`src/rtl/core_config_pkg.sv`:
```
// Core-wide configuration: widths, CSR addresses, trap sequencer states and
// the MSTATUS bit layout used when a trap is entered or left.
package core_config_pkg;

  localparam int XLEN  = 32;
  localparam int IRQ_W = 3;

  localparam int MSTATUS_MIE_BIT  = 3;
  localparam int MSTATUS_MPIE_BIT = 7;
  localparam int MSTATUS_MPP_LSB  = 11;

  localparam logic [4:0] CAUSE_MSI = 5'd3;
  localparam logic [4:0] CAUSE_MTI = 5'd7;
  localparam logic [4:0] CAUSE_MEI = 5'd11;

  typedef enum logic [11:0] {
    r_NONE    = 12'h000,
    r_MSTATUS = 12'h300,
    r_MEPC    = 12'h341,
    r_MCAUSE  = 12'h342,
    r_MTVAL   = 12'h343
  } csr_t;

  typedef enum logic [2:0] {
    IDLE,
    W_MEPC,
    W_MCAUSE,
    W_MTVAL,
    W_MSTATUS,
    M_MSTATUS,
    REDIRECT
  } trap_state_t;

  function automatic logic [XLEN-1:0] trap_mstatus(input logic [XLEN-1:0] ms);
    logic [XLEN-1:0] r;
    r = ms;
    r[MSTATUS_MPIE_BIT]       = ms[MSTATUS_MIE_BIT];
    r[MSTATUS_MIE_BIT]        = 1'b0;
    r[MSTATUS_MPP_LSB +: 2]   = 2'b11;
    return r;
  endfunction

  function automatic logic [XLEN-1:0] mret_mstatus(input logic [XLEN-1:0] ms);
    logic [XLEN-1:0] r;
    r = ms;
    r[MSTATUS_MIE_BIT]        = ms[MSTATUS_MPIE_BIT];
    r[MSTATUS_MPIE_BIT]       = 1'b1;
    r[MSTATUS_MPP_LSB +: 2]   = 2'b11;
    return r;
  endfunction

endpackage

```
`src/rtl/irq_prio.sv`:
```
// Interrupt pending/priority encoder: MEI > MSI > MTI, gated by the global
// enable and the per-line enables.
module irq_prio
  import core_config_pkg::*;
(
  input  logic [IRQ_W-1:0] irq_i,
  input  logic [IRQ_W-1:0] irq_en,
  input  logic             glob_en,
  output logic             valid,
  output logic [4:0]       cause
);

  logic [IRQ_W-1:0] pend;

  assign pend = irq_i & irq_en & {IRQ_W{glob_en}};

  always_comb begin
    valid = |pend;
    cause = '0;
    if (pend[2])      cause = CAUSE_MEI;
    else if (pend[0]) cause = CAUSE_MSI;
    else if (pend[1]) cause = CAUSE_MTI;
  end

endmodule

```
`src/rtl/trap_ctrl.sv`:
```
// Machine-mode trap sequencer: writes MEPC/MCAUSE/MTVAL/MSTATUS one per cycle,
// then flushes and redirects. Vectored interrupts need TRAP_VECTORED_EN.
//
// state     | meaning
// IDLE      | waiting for exception / MRET / enabled interrupt
// W_MEPC    | writing MEPC
// W_MCAUSE  | writing MCAUSE
// W_MTVAL   | writing MTVAL
// W_MSTATUS | writing trap-entry MSTATUS
// M_MSTATUS | writing MRET MSTATUS
// REDIRECT  | PC redirect strobe
module trap_ctrl
  import core_config_pkg::*;
(
  input  logic             clk,
  input  logic             rst_n,
  input  logic             exc_valid_i,
  input  logic [4:0]       exc_cause_i,
  input  logic [XLEN-1:0]  exc_pc_i,
  input  logic [XLEN-1:0]  exc_tval_i,
  input  logic             mret_i,
  input  logic [IRQ_W-1:0] irq_i,
  input  logic [XLEN-1:0]  irq_pc_i,
  input  logic [XLEN-1:0]  mstatus_i,
  input  logic [XLEN-1:0]  mie_i,
  input  logic [XLEN-1:0]  mtvec_i,
  input  logic [XLEN-1:0]  mepc_i,
  output logic             exc_ack_o,
  output logic             busy_o,
  output logic             csr_we_o,
  output csr_t             csr_waddr_o,
  output logic [XLEN-1:0]  csr_wdata_o,
  output logic             flush_o,
  output logic             redirect_valid_o,
  output logic [XLEN-1:0]  redirect_pc_o
);

  trap_state_t     state_q, state_d;
  logic [XLEN-1:0] cause_q, cause_d, tval_q, tval_d;
  logic            ack_d, we_d, rv_d, busy_d;
  csr_t            waddr_d;
  logic [XLEN-1:0] wdata_d, rpc_d;
  logic            irq_valid;
  logic [4:0]      irq_cause;
  logic [XLEN-1:0] trap_base, trap_target;
  logic            unused_bits;

  assign unused_bits = ^{mie_i[XLEN-1:12], mie_i[10:8], mie_i[6:4], mie_i[2:0], mtvec_i[1:0]};

  irq_prio u_irq_prio (
    .irq_i   (irq_i),
    .irq_en  ({mie_i[11], mie_i[7], mie_i[3]}),
    .glob_en (mstatus_i[MSTATUS_MIE_BIT]),
    .valid   (irq_valid),
    .cause   (irq_cause)
  );

  assign trap_base = {mtvec_i[XLEN-1:2], 2'b00};
`ifdef TRAP_VECTORED_EN
  assign trap_target = (cause_q[XLEN-1] && mtvec_i[0]) ?
                       trap_base + XLEN'({cause_q[4:0], 2'b00}) : trap_base;
`else
  assign trap_target = trap_base;
`endif

  always_ff @(posedge clk or negedge rst_n) begin
    if (!rst_n) begin
      state_q          <= IDLE;
      cause_q          <= '0;
      tval_q           <= '0;
      exc_ack_o        <= 1'b0;
      busy_o           <= 1'b0;
      flush_o          <= 1'b0;
      csr_we_o         <= 1'b0;
      csr_waddr_o      <= r_NONE;
      csr_wdata_o      <= '0;
      redirect_valid_o <= 1'b0;
      redirect_pc_o    <= '0;
    end else begin
      state_q          <= state_d;
      cause_q          <= cause_d;
      tval_q           <= tval_d;
      exc_ack_o        <= ack_d;
      busy_o           <= busy_d;
      flush_o          <= busy_d;
      csr_we_o         <= we_d;
      csr_waddr_o      <= waddr_d;
      csr_wdata_o      <= wdata_d;
      redirect_valid_o <= rv_d;
      redirect_pc_o    <= rpc_d;
    end
  end

  // Outputs are computed for the state being entered so that the registered
  // copies line up with the state they belong to.
  always_comb begin
    state_d = state_q;
    cause_d = cause_q;
    tval_d  = tval_q;
    ack_d   = 1'b0;
    we_d    = 1'b0;
    waddr_d = r_NONE;
    wdata_d = '0;
    rv_d    = 1'b0;
    rpc_d   = '0;
    case (state_q)
      IDLE: begin
        if (exc_valid_i) begin
          state_d = W_MEPC;
          cause_d = XLEN'(exc_cause_i);
          tval_d  = exc_tval_i;
          ack_d   = 1'b1;
          we_d    = 1'b1;
          waddr_d = r_MEPC;
          wdata_d = exc_pc_i;
        end else if (mret_i) begin
          state_d = M_MSTATUS;
          ack_d   = 1'b1;
          we_d    = 1'b1;
          waddr_d = r_MSTATUS;
          wdata_d = mret_mstatus(mstatus_i);
        end else if (irq_valid) begin
          state_d = W_MEPC;
          cause_d = {1'b1, {(XLEN-6){1'b0}}, irq_cause};
          tval_d  = '0;
          ack_d   = 1'b1;
          we_d    = 1'b1;
          waddr_d = r_MEPC;
          wdata_d = irq_pc_i;
        end
      end
      W_MEPC: begin
        state_d = W_MCAUSE;
        we_d    = 1'b1;
        waddr_d = r_MCAUSE;
        wdata_d = cause_q;
      end
      W_MCAUSE: begin
        state_d = W_MTVAL;
        we_d    = 1'b1;
        waddr_d = r_MTVAL;
        wdata_d = tval_q;
      end
      W_MTVAL: begin
        state_d = W_MSTATUS;
        we_d    = 1'b1;
        waddr_d = r_MSTATUS;
        wdata_d = trap_mstatus(mstatus_i);
      end
      W_MSTATUS: begin
        state_d = REDIRECT;
        rv_d    = 1'b1;
        rpc_d   = trap_target;
      end
      M_MSTATUS: begin
        state_d = REDIRECT;
        rv_d    = 1'b1;
        rpc_d   = mepc_i;
      end
      REDIRECT: state_d = IDLE;
      default:  state_d = IDLE;
    endcase
    busy_d = (state_d != IDLE);
  end

endmodule

```
`config.mk`:
```
export PLATFORM = sky130hd
export DESIGN_NAME = trap_ctrl
export DESIGN_NICKNAME = d
export VERILOG_FILES = /design/src/rtl/core_config_pkg.sv /design/src/rtl/irq_prio.sv /design/src/rtl/trap_ctrl.sv
export SDC_FILE = /design/constraint.sdc
export NUM_CORES = 1
export LEC_CHECK = 0
export CORE_AREA = 3 3 121 123
export DETAILED_ROUTE_END_ITERATION = 7
export DIE_AREA = 0 0 124 126
export DONT_BUFFER_PORTS = 1
export SLEW_MARGIN = 20
export SYNTH_ARGS = -nofsm -noshare
export SYNTH_HDL_FRONTEND = slang
export SYNTH_SLANG_ARGS = --single-unit
```
`constraint.sdc`:
```
create_clock -name clk -period 3.5 [get_ports clk]
set_clock_uncertainty 0.05 [all_clocks]
set_input_delay 0.7 -clock clk [delete_from_list [all_inputs] [get_ports clk]]
set_output_delay 0.7 -clock clk [all_outputs]
set_load 0.02 [all_outputs]
```
==> impl_metrics.csv, run 1 <==
group,metric,value,unit
status,status,"complete, no violations",
place,placed_area,0.004671,sq mm
power,ir_drop,0.0003456,V
worst_setup_path,worstPathRequired,3.78,ns
timing,rsz0062_at_grt,"false",
worst_setup_path,arrival,2.74,ns
timing,setup_viol,0,
routing,drc,0,
finish,areaGrowthSynthToFinish,15.29,%
global_routing,grt_pass1_vias,3583,
yosys,synthesis.instances,380,
routing,first_iter_violations,237,
clocking,clk_latency,0.40,ns
routing,vias_per_cell,5.692,
finish,instances_no_fill,565,
place,place_hpwl,9.908,mm
clocking,cts_resized,0,
worst_setup_path,max_stage_delay,0.63,ns
yosys,ys_ff_latch,113,
floorplanning,fp.dieW,124,um
timing,setup_slack,1.043,ns
floorplanning,initial_core_util,33.34,%
yosys,syn_area,0.004592,sq mm
worst_setup_path,crit_slowest_cell,"dfrtp_1",
yosys,synth.distinct_cells,40,
finish,layout.cells.most_common,"dfrtp_1",
worst_setup_path,crit_chain,"or4b_4 > a21oi_4 > buf_4 > nand2_1 > nand3_1",
clocking,root_buffer,"clkbuf_16",
worst_setup_path,critical_path.startpoint,"state_q[0]",
place,io_buffers,0,
clocking,cts_sinks,113,
finish,layout_common_cells,"dfrtp_1 (113), nand2_1 (65), a22o_1 (63)",
floorplanning,pin_count,317,
clocking,holdBufCountCts,1,
routing,drtAntennaViolNets,0,
global_routing,overflow,0,
timing,worst_pin_slew,0.9991,ns
timing,max_freq,0.4070,GHz
routing,wl_per_cell,24.25,um
yosys,syn_area_per_cell,12.08,sq um
worst_setup_path,crit_fanout,24,
clocking,clk_pin_slew,0.05,ns
place,pre_cts_ws,0.8180,ns
global_routing,grt_antenna_before_repair,1,
timing,min_period,2.457,ns
routing,num_vias,3216,
timing,slew_violations,0,
finish,final_layout_size_suffix_gt1_share,11.43,%
finish,nFillCells,1313,
power,power_density,1020,mW/mm^2
routing,drt_wl_total,13.70,mm
worst_setup_path,path_class,"reg -> reg",
finish,final_nets,609,
global_routing,grt.total_usage,17.32,%
finish,diodes,0,
worst_setup_path,endpoint_kind,"flop",
clocking,cts_tree,"yes",
clocking,h-tree-depth,4,
floorplanning,dieArea,0.01562,sq mm
timing,tns,0,ns
clocking,cts_buffers,17,
global_routing,grt_max_degree,114,
place,dp_cells,533,
clocking,cts_setup_buffers,0,
flow_run,drv_cap,0,
finish,fin_area,0.005294,sq mm
worst_setup_path,startpoint_type,"flop",
hold_path,hold_class,"in -> async",
clocking,clk_path_buf_depth,2,
power,totalPowerFinal,5.401,mW
floorplanning,coreArea,0.01377,sq mm
timing,fin_crit_sh,70.20,%
worst_setup_path,rr_startpoint,"state_q[0]",
place,place_congestion,0.7301,
floorplanning,die_h,126,um
floorplanning,row_count,43,
yosys,ys_seq_area_share,61.58,%
timing,relSlewSlack,33.40,%
yosys,yosysWarnings,0,
routing,first_pass_iters,5,
global_routing,grt_pass1_wl,20.02,mm
timing,hold_viol_final,0,
power,power.leakage,2.509,nW
[cells by family (layout without fill, tap and decap cells)]
family                    Yosys count  count (layout)  synth area share (%)
buffers and inverters              44              43                 5.450
xor gates and xnor gates            2               2                0.3815
other                               1               7               0.08167
and+or+nand+nor                   105             105                 10.49
AOI/OAI and AO/OA                 113             113                 21.55
muxes                               2               2                0.4632
DFF                               113             113                 61.58
[sequential cells by signal, indices dropped and copies added, names as in the netlist]
register	count
csr_we_o	1
csr_waddr_o	4
state_q	3
tval_q	32
csr_wdata_o	32
cause_q	6
redirect_valid_o	1
flush_o	1
redirect_pc_o	32
exc_ack_o	1
[metal layers]
layer / global-route usage (%) / part of all wire (%)
met5: 0 / 0.095
met4: 5.606 / 1.5
met3: 8.397 / 12
met2: 30.83 / 51
met1: 17.56 / 34
[worst max-delay path: cells and delay by family (launching register included)]
kind	cells	cell delay (ns)
AOI/OAI and AO/OA	1	0.63
DFF	1	0.63
buffers and inverters	1	0.29
and+or+nand+nor	3	0.76
[final timing paths]
path | end | slack (ns) | cells past startpoint
max | csr_wdata_o[1] | 1.04 | 5
min | csr_wdata_o[10] | 0.12 | 1
max reg2reg | csr_wdata_o[1] | 1.04 | 5
min reg2reg | cause_q[3] | 0.44 | 1
max in group asynchronous | tval_q[15] | 2.71 | 1
min in group clk | csr_wdata_o[5] | 0.35 | 2
[power breakdown]
group	switching, mW	total (mW)	internal [mW]	leakage, nW
registers	0.677	2.47	1.79	1.46
clock network	0.582	1.73	1.15	0.293
logic	0.665	1.20	0.534	0.752
[cell usage after synthesis]
cell type | instances | share of area (%)
dfrtp_1 | 113 | 62
nand2_1 | 65 | 5.3
a22o_1 | 63 | 12
a222oi_1 | 29 | 6.3
clkbuf_1 | 13 | 1.1
nor2_1 | 12 | 0.98
buf_2 | 11 | 1.2
buf_4 | 11 | 1.8
nand3_1 | 6 | 0.65
nand2b_1 | 5 | 0.68
a21oi_1 | 4 | 0.44
buf_6 | 4 | 0.98
and3_1 | 3 | 0.41
inv_1 | 3 | 0.25
nor3b_1 | 3 | 0.49
a21o_1 | 2 | 0.33
a22oi_1 | 2 | 0.33
a31oi_1 | 2 | 0.27
and2_1 | 2 | 0.27
inv_2 | 2 | 0.16
nor2b_1 | 2 | 0.27
nor3_1 | 2 | 0.22
o21ai_1 | 2 | 0.22
o22ai_1 | 2 | 0.27
xnor2_1 | 2 | 0.38
a21oi_4 | 1 | 0.35
conb_1 | 1 | 0.082
mux2_1 | 1 | 0.25
mux2i_1 | 1 | 0.22
nor3_4 | 1 | 0.35
nor4_2 | 1 | 0.27
o2111ai_1 | 1 | 0.19
o211ai_1 | 1 | 0.16
o21ai_0 | 1 | 0.11
o21ai_2 | 1 | 0.19
o31ai_1 | 1 | 0.16
o32ai_1 | 1 | 0.19
or2_1 | 1 | 0.14
or3_1 | 1 | 0.14
or4b_4 | 1 | 0.30
[final cells by class]
class / count / area (sq um) / area share, %
tap: 180 / 225.2 / 4.254
sequential: 113 / 2828 / 53.42
inverter: 5 / 18.77 / 0.3545
clock buffer: 21 / 460.4 / 8.698
clock inverter: 10 / 135.1 / 2.553
timing repair buffer: 7 / 72.57 / 1.371
multi-input combinational: 229 / 1554 / 29.35
[metrics by stage]
stage               hold WS (ns)  util [%]
global placement          0.3567     33.91
global route              0.2270     38.44
detailed placement        0.3568     33.91
finish                    0.1238     38.44
CTS                       0.2077     38.44
floorplan                 0.3544         -
Power figures use the tool's default switching activity.
==> inputs of run 2 (changes only) <==
clock period = 1.97 ns   (was 3.5 ns; I/O delays follow)
==> run 2 against run 1 <==
  * The flow now finishes with violations (hold timing)
  * Sequential cell count unchanged
  * Maximum frequency up 34%
  * Critical endpoint unchanged
  * Cell count up 1.6%
  * Total power up 76%
  * Global-route usage about the same
  * Setup slack worse by 0.91 ns
  * Clock power up 65%
  * Non-clock buffer count up 8
  * Highest routed layer unchanged
  * Largest power group unchanged
  * Die area unchanged
==> impl_metrics.csv, run 2 (same netlist as run 1, synthesis figures left out) <==
group,metric,value,unit
routing,first_iter_violations,204,
place,io_buffers,0,
timing,setup_viol,0,
status,failed_checks,"hold timing",
place,dp_cells,542,
clocking,cts_sinks,113,
finish,final_nets,617,
worst_setup_path,arrival,2.12,ns
routing,drc,0,
global_routing,grt_pass1_vias,3495,
timing,whs,-0.3683,ns
finish,areaGrowthSynthToFinish,16.57,%
worst_setup_path,rr_startpoint,"state_q[0]",
global_routing,grt.total_usage,17.29,%
place,pre_cts_ws,0.006846,ns
floorplanning,coreArea,0.01377,sq mm
timing,tns,0,ns
floorplanning,die_h,126,um
floorplanning,dieArea,0.01562,sq mm
flow_run,drv_cap,0,
finish,nFillCells,1318,
clocking,cts_buffers,17,
worst_setup_path,crit_slowest_cell,"nor3_4",
clocking,cts_tree,"yes",
power,clock_power_share,29.9,%
timing,worst_pin_slew,1.000,ns
routing,vias_per_cell,5.674,
floorplanning,pin_count,317,
place,place_hpwl,9.965,mm
finish,layout.cells.most_common,"dfrtp_1",
routing,drt_wl_total,13.61,mm
routing,first_pass_iters,6,
finish,largestRegisters,"csr_wdata_o x32, redirect_pc_o x32, tval_q x32",
place,place_congestion,0.7511,
worst_setup_path,crit_chain,"nor3_4 > a222oi_1 > nand3_1",
timing,min_period,1.835,ns
finish,instances_no_fill,574,
power,comb_power_share,24.8,%
timing,rsz0062_at_grt,"false",
worst_setup_path,crit_fanout,23,
worst_setup_path,endpoint_kind,"flop",
worst_setup_path,worstPathRequired,2.25,ns
routing,num_vias,3257,
power,p_int,6.063,mW
worst_setup_path,ff2ff_setup_slack,0.14,ns
routing,drtAntennaViolNets,0,
floorplanning,fp.dieW,124,um
timing,setup_slack,0.1354,ns
clocking,clk_latency,0.40,ns
timing,relSlewSlack,33.09,%
timing,slew_violations,0,
power,seqPwrFrac,45.3,%
clocking,root_buffer,"clkbuf_16",
worst_setup_path,r2r_end,"csr_wdata_o[1]",
worst_setup_path,max_stage_delay,0.84,ns
worst_setup_path,path_delay_family,"simple AND/OR/NAND/NOR gates",
worst_setup_path,startpoint_type,"flop",
clocking,clk_path_buf_depth,2,
worst_setup_path,crit_cells,3,
global_routing,grt_max_degree,114,
floorplanning,row_count,43,
timing,hold_viol_final,113,
timing,fin_crit_sh,93.13,%
finish,layout_common_cells,"dfrtp_1 (111), nand2_1 (65), a22o_1 (63)",
finish,final_layout_size_suffix_gt1_share,14.72,%
status,status,"finished, violations left",
clocking,cts_setup_buffers,0,
worst_setup_path,cp-endpoint,"csr_wdata_o[1]",
routing,wl_per_cell,23.71,um
worst_setup_path,reg2reg_depth,3,
worst_setup_path,path_buf_inv,0,
worst_setup_path,path_class,"reg -> reg",
global_routing,overflow,0,
clocking,h-tree-depth,4,
timing,max_freq,0.5451,GHz
power,power_density,1780,mW/mm^2
floorplanning,initial_core_util,33.34,%
global_routing,grt_pass1_wl,19.68,mm
hold_path,hold_class,"in -> async",
worst_setup_path,critical_path.startpoint,"state_q[0]",
power,p_sw,3.462,mW
power,swShare,36.35,%
finish,diodes,0,
global_routing,grt_antenna_before_repair,1,
power,ir_drop,0.0006503,V
power,power.leakage,2.521,nW
clocking,clk_pin_slew,0.05,ns
run 2: routing by layer:
layer | routed length (um) | up-vias | track usage (%)
li1 | - | 1420 | -
met1 | 4646 | 1583 | 17.81
met2 | 7086 | 238 | 30.23
met3 | 1707 | 14 | 8.711
met4 | 155 | 2 | 5.606
met5 | 13 | - | 0
run 2: worst min-delay path by stage:
stage / to / cells after the start / startpoint / slack [ns]
finish: csr_wdata_o[10] / 0 / rst_n / -0.37
global route: csr_wdata_o[18] / 0 / rst_n / -0.40
CTS: csr_wdata_o[10] / 0 / rst_n / -0.40
detailed placement: csr_wdata_o[10] / 0 / rst_n / 0.05
global placement: csr_wdata_o[18] / 0 / rst_n / 0.05
floorplan: cause_q[0] / 0 / rst_n / 0.05
run 2: through the flow:
step	power (mW)	area, sq um	util (%)
6_report	9.525	5353	38.86
5_1_grt	10.10	5353	38.86
4_1_cts	9.644	5345	38.81
3_5_place_dp	6.725	4788	34.77
3_3_place_gp	6.637	4788	34.77
2_1_floorplan	6.002	4614	-
run 2: area by class of cell:
| class | count | area [sq um] | area share, % |
|---|---|---|---|
| flip-flops and latches | 113 | 2830 | 52.88 |
| multi-input cells | 229 | 1556 | 29.08 |
| clock buffers | 19 | 442.9 | 8.275 |
| well taps | 180 | 225.2 | 4.208 |
| repair buffers | 15 | 166.4 | 3.109 |
| clock inverters | 13 | 112.6 | 2.104 |
| inverters | 5 | 18.77 | 0.3506 |
run 2: what timing repair did:
| item | in CTS | in global routing |
|---|---|---|
| endpoints found under the hold margin | 113 | 113 |
| gates resized for setup | 1 | 4 |
| pin swaps | 0 | 2 |
| endpoints found under the setup margin | 8 | 41 |
run 2: power groups by stage:
stage / combinational, mW / clock (mW) / sequential, mW
3_5_place_dp: 2.37 / 0 / 4.35
5_1_grt: 2.63 / 3.05 / 4.42
2_1_floorplan: 1.89 / 0 / 4.11
6_report: 2.37 / 2.85 / 4.31
3_3_place_gp: 2.28 / 0 / 4.36
4_1_cts: 2.38 / 2.93 / 4.33
==> inputs of run 3 (changes only) <==
CORE_AREA = 2 2 123 125   (was 3 3 121 123)
DIE_AREA = 0 0 125 127   (was 0 0 124 126)
==> run 3 against run 2 <==
  * Total power grew 8.1%
  * First-iteration DRC count up 51%
  * Sequential cell count is the same
  * The run still ends with hold timing left
  * Largest power group unchanged
  * Hold slack lost 0.0022 ns
==> impl_metrics.csv, run 3 (same netlist as run 1, synthesis figures left out) <==
group,metric,value,unit
floorplanning,pin_count,317,
clocking,h-tree-depth,4,
global_routing,grt_pass1_vias,3542,
timing,whs,-0.3705,ns
floorplanning,fp.dieW,125,um
place,place_congestion,0.8569,
place,dp_cells,548,
place,io_buffers,0,
timing,slew_violations,0,
status,failed_checks,"hold timing",
place,place_hpwl,9.972,mm
finish,final_layout_size_suffix_gt1_share,15.63,%
clocking,clk_path_buf_depth,2,
timing,tns,0,ns
routing,drc,0,
power,ir_drop,0.0005860,V
floorplanning,row_count,44,
flow_run,drv_cap,0,
hold_path,hold_class,"in -> async",
status,status,"finished, violations left",
worst_setup_path,max_stage_delay,0.51,ns
worst_setup_path,cp-endpoint,"csr_wdata_o[18]",
worst_setup_path,startpoint_type,"flop",
worst_setup_path,path_buf_inv,3,
worst_setup_path,crit_chain,"buf_12 > inv_2 > and3_2 > buf_12 > a222oi_1 > nand2_1",
worst_setup_path,r2r_end,"csr_wdata_o[18]",
routing,wl_per_cell,24.19,um
finish,fin_area,0.005554,sq mm
routing,first_pass_iters,6,
floorplanning,die_h,127,um
routing,drtAntennaViolNets,0,
timing,hold_viol_final,113,
routing,drt_wl_total,14.22,mm
timing,max_freq,0.5350,GHz
finish,layout_common_cells,"dfrtp_1 (112), nand2_1 (65), a22o_1 (63)",
routing,vias_per_cell,5.719,
timing,rsz0062_at_grt,"false",
global_routing,grt_antenna_before_repair,1,
power,power_density,1854,mW/mm^2
worst_setup_path,crit_slowest_cell,"a222oi_1",
finish,instances_no_fill,588,
global_routing,grt.total_usage,17.62,%
worst_setup_path,endpoint_kind,"flop",
worst_setup_path,path_delay_family,"compound AO/OA/AOI/OAI gates",
worst_setup_path,path_class,"reg -> reg",
clocking,clk_latency,0.41,ns
worst_setup_path,crit_cells,6,
floorplanning,initial_core_util,31.84,%
clocking,root_buffer,"clkbuf_16",
worst_setup_path,arrival,2.08,ns
worst_setup_path,ff2ff_setup_slack,0.10,ns
routing,first_iter_violations,308,
clocking,cts_buffers,17,
finish,final_nets,626,
routing,num_vias,3363,
floorplanning,dieArea,0.01588,sq mm
clocking,cts_sinks,113,
floorplanning,coreArea,0.01442,sq mm
global_routing,grt_max_degree,114,
timing,setup_viol,0,
worst_setup_path,crit_top_cell,"buf_12",
global_routing,grt_pass1_wl,20.80,mm
clocking,clk_pin_slew,0.05,ns
place,placed_area,0.004833,sq mm
finish,nFillCells,1365,
timing,relSlewSlack,53.43,%
worst_setup_path,crit_fanout,53,
worst_setup_path,reg2reg_depth,6,
timing,worst_pin_slew,0.6962,ns
worst_setup_path,rr_startpoint,"state_q[1]",
finish,largestRegisters,"csr_wdata_o x32, redirect_pc_o x32, tval_q x32",
finish,layout.cells.most_common,"dfrtp_1",
timing,min_period,1.869,ns
worst_setup_path,worstPathRequired,2.18,ns
global_routing,overflow,0,
clocking,cts_tree,"yes",
worst_setup_path,critical_path.startpoint,"state_q[1]",
power,power.leakage,2.626,nW
finish,areaGrowthSynthToFinish,20.95,%
timing,fin_crit_sh,94.88,%
==> run 3: worst min-delay path by stage <==
stage               start              end  depth (start not counted)
finish              rst_n  csr_wdata_o[18]                          0
global route        rst_n  csr_wdata_o[16]                          0
CTS                 rst_n  csr_wdata_o[18]                          0
detailed placement  rst_n  csr_wdata_o[18]                          0
global placement    rst_n  csr_wdata_o[18]                          0
floorplan           rst_n       cause_q[0]                          0
==> run 3: per-layer routing <==
metal / vias to the layer above / global-route usage [%] / part of all wire (%)
li1: 1433 / - / -
met1: 1634 / 19.88 / 37
met2: 276 / 30.18 / 51
met3: 20 / 6.575 / 10
met4: 0 / 7.451 / 1.7
met5: - / 0 / 0
==> run 3: power by group <==
part / switching, mW / total (mW) / internal [mW]
Sequential: 1.10 / 4.29 / 3.19
Combinational: 1.40 / 2.66 / 1.25
Clock: 1.11 / 3.35 / 2.25
Total: 3.61 / 10.3 / 6.69
==> run 3: through the flow <==
stage                     power (mW)  setup WS, ns  util, %  hold slack, ns
after floorplan                6.002        0.2251        -         0.04841
after global placement         6.728      -0.03629    33.51         0.05085
after detailed placement       6.784      -0.07757    33.51         0.05011
after CTS                      10.26       0.04447    38.04         -0.3969
after global routing           10.84       0.03266    38.49         -0.3962
final                          10.30        0.1008    38.51         -0.3705
==> run 3: timing repair <==
item	4_1_cts	5_1_grt
cloned	1	0
endpoints found under the hold margin	113	113
setup buffers	0	6
endpoints found under the setup margin	7	10
gates resized for setup	0	2
pin swaps	1	1
==> run 3: area by class of cell <==
class | count | area (sq um) | share of cell area, %
Antenna cell | 1 | 2.502 | 0.04506
Clock buffer | 19 | 432.9 | 7.795
Clock inverter | 13 | 210.2 | 3.785
Inverter | 5 | 18.77 | 0.3379
Multi-Input combinational cell | 230 | 1570 | 28.27
Sequential cell | 113 | 2829 | 50.93
Tap cell | 184 | 230.2 | 4.145
Timing Repair Buffer | 23 | 260.3 | 4.686
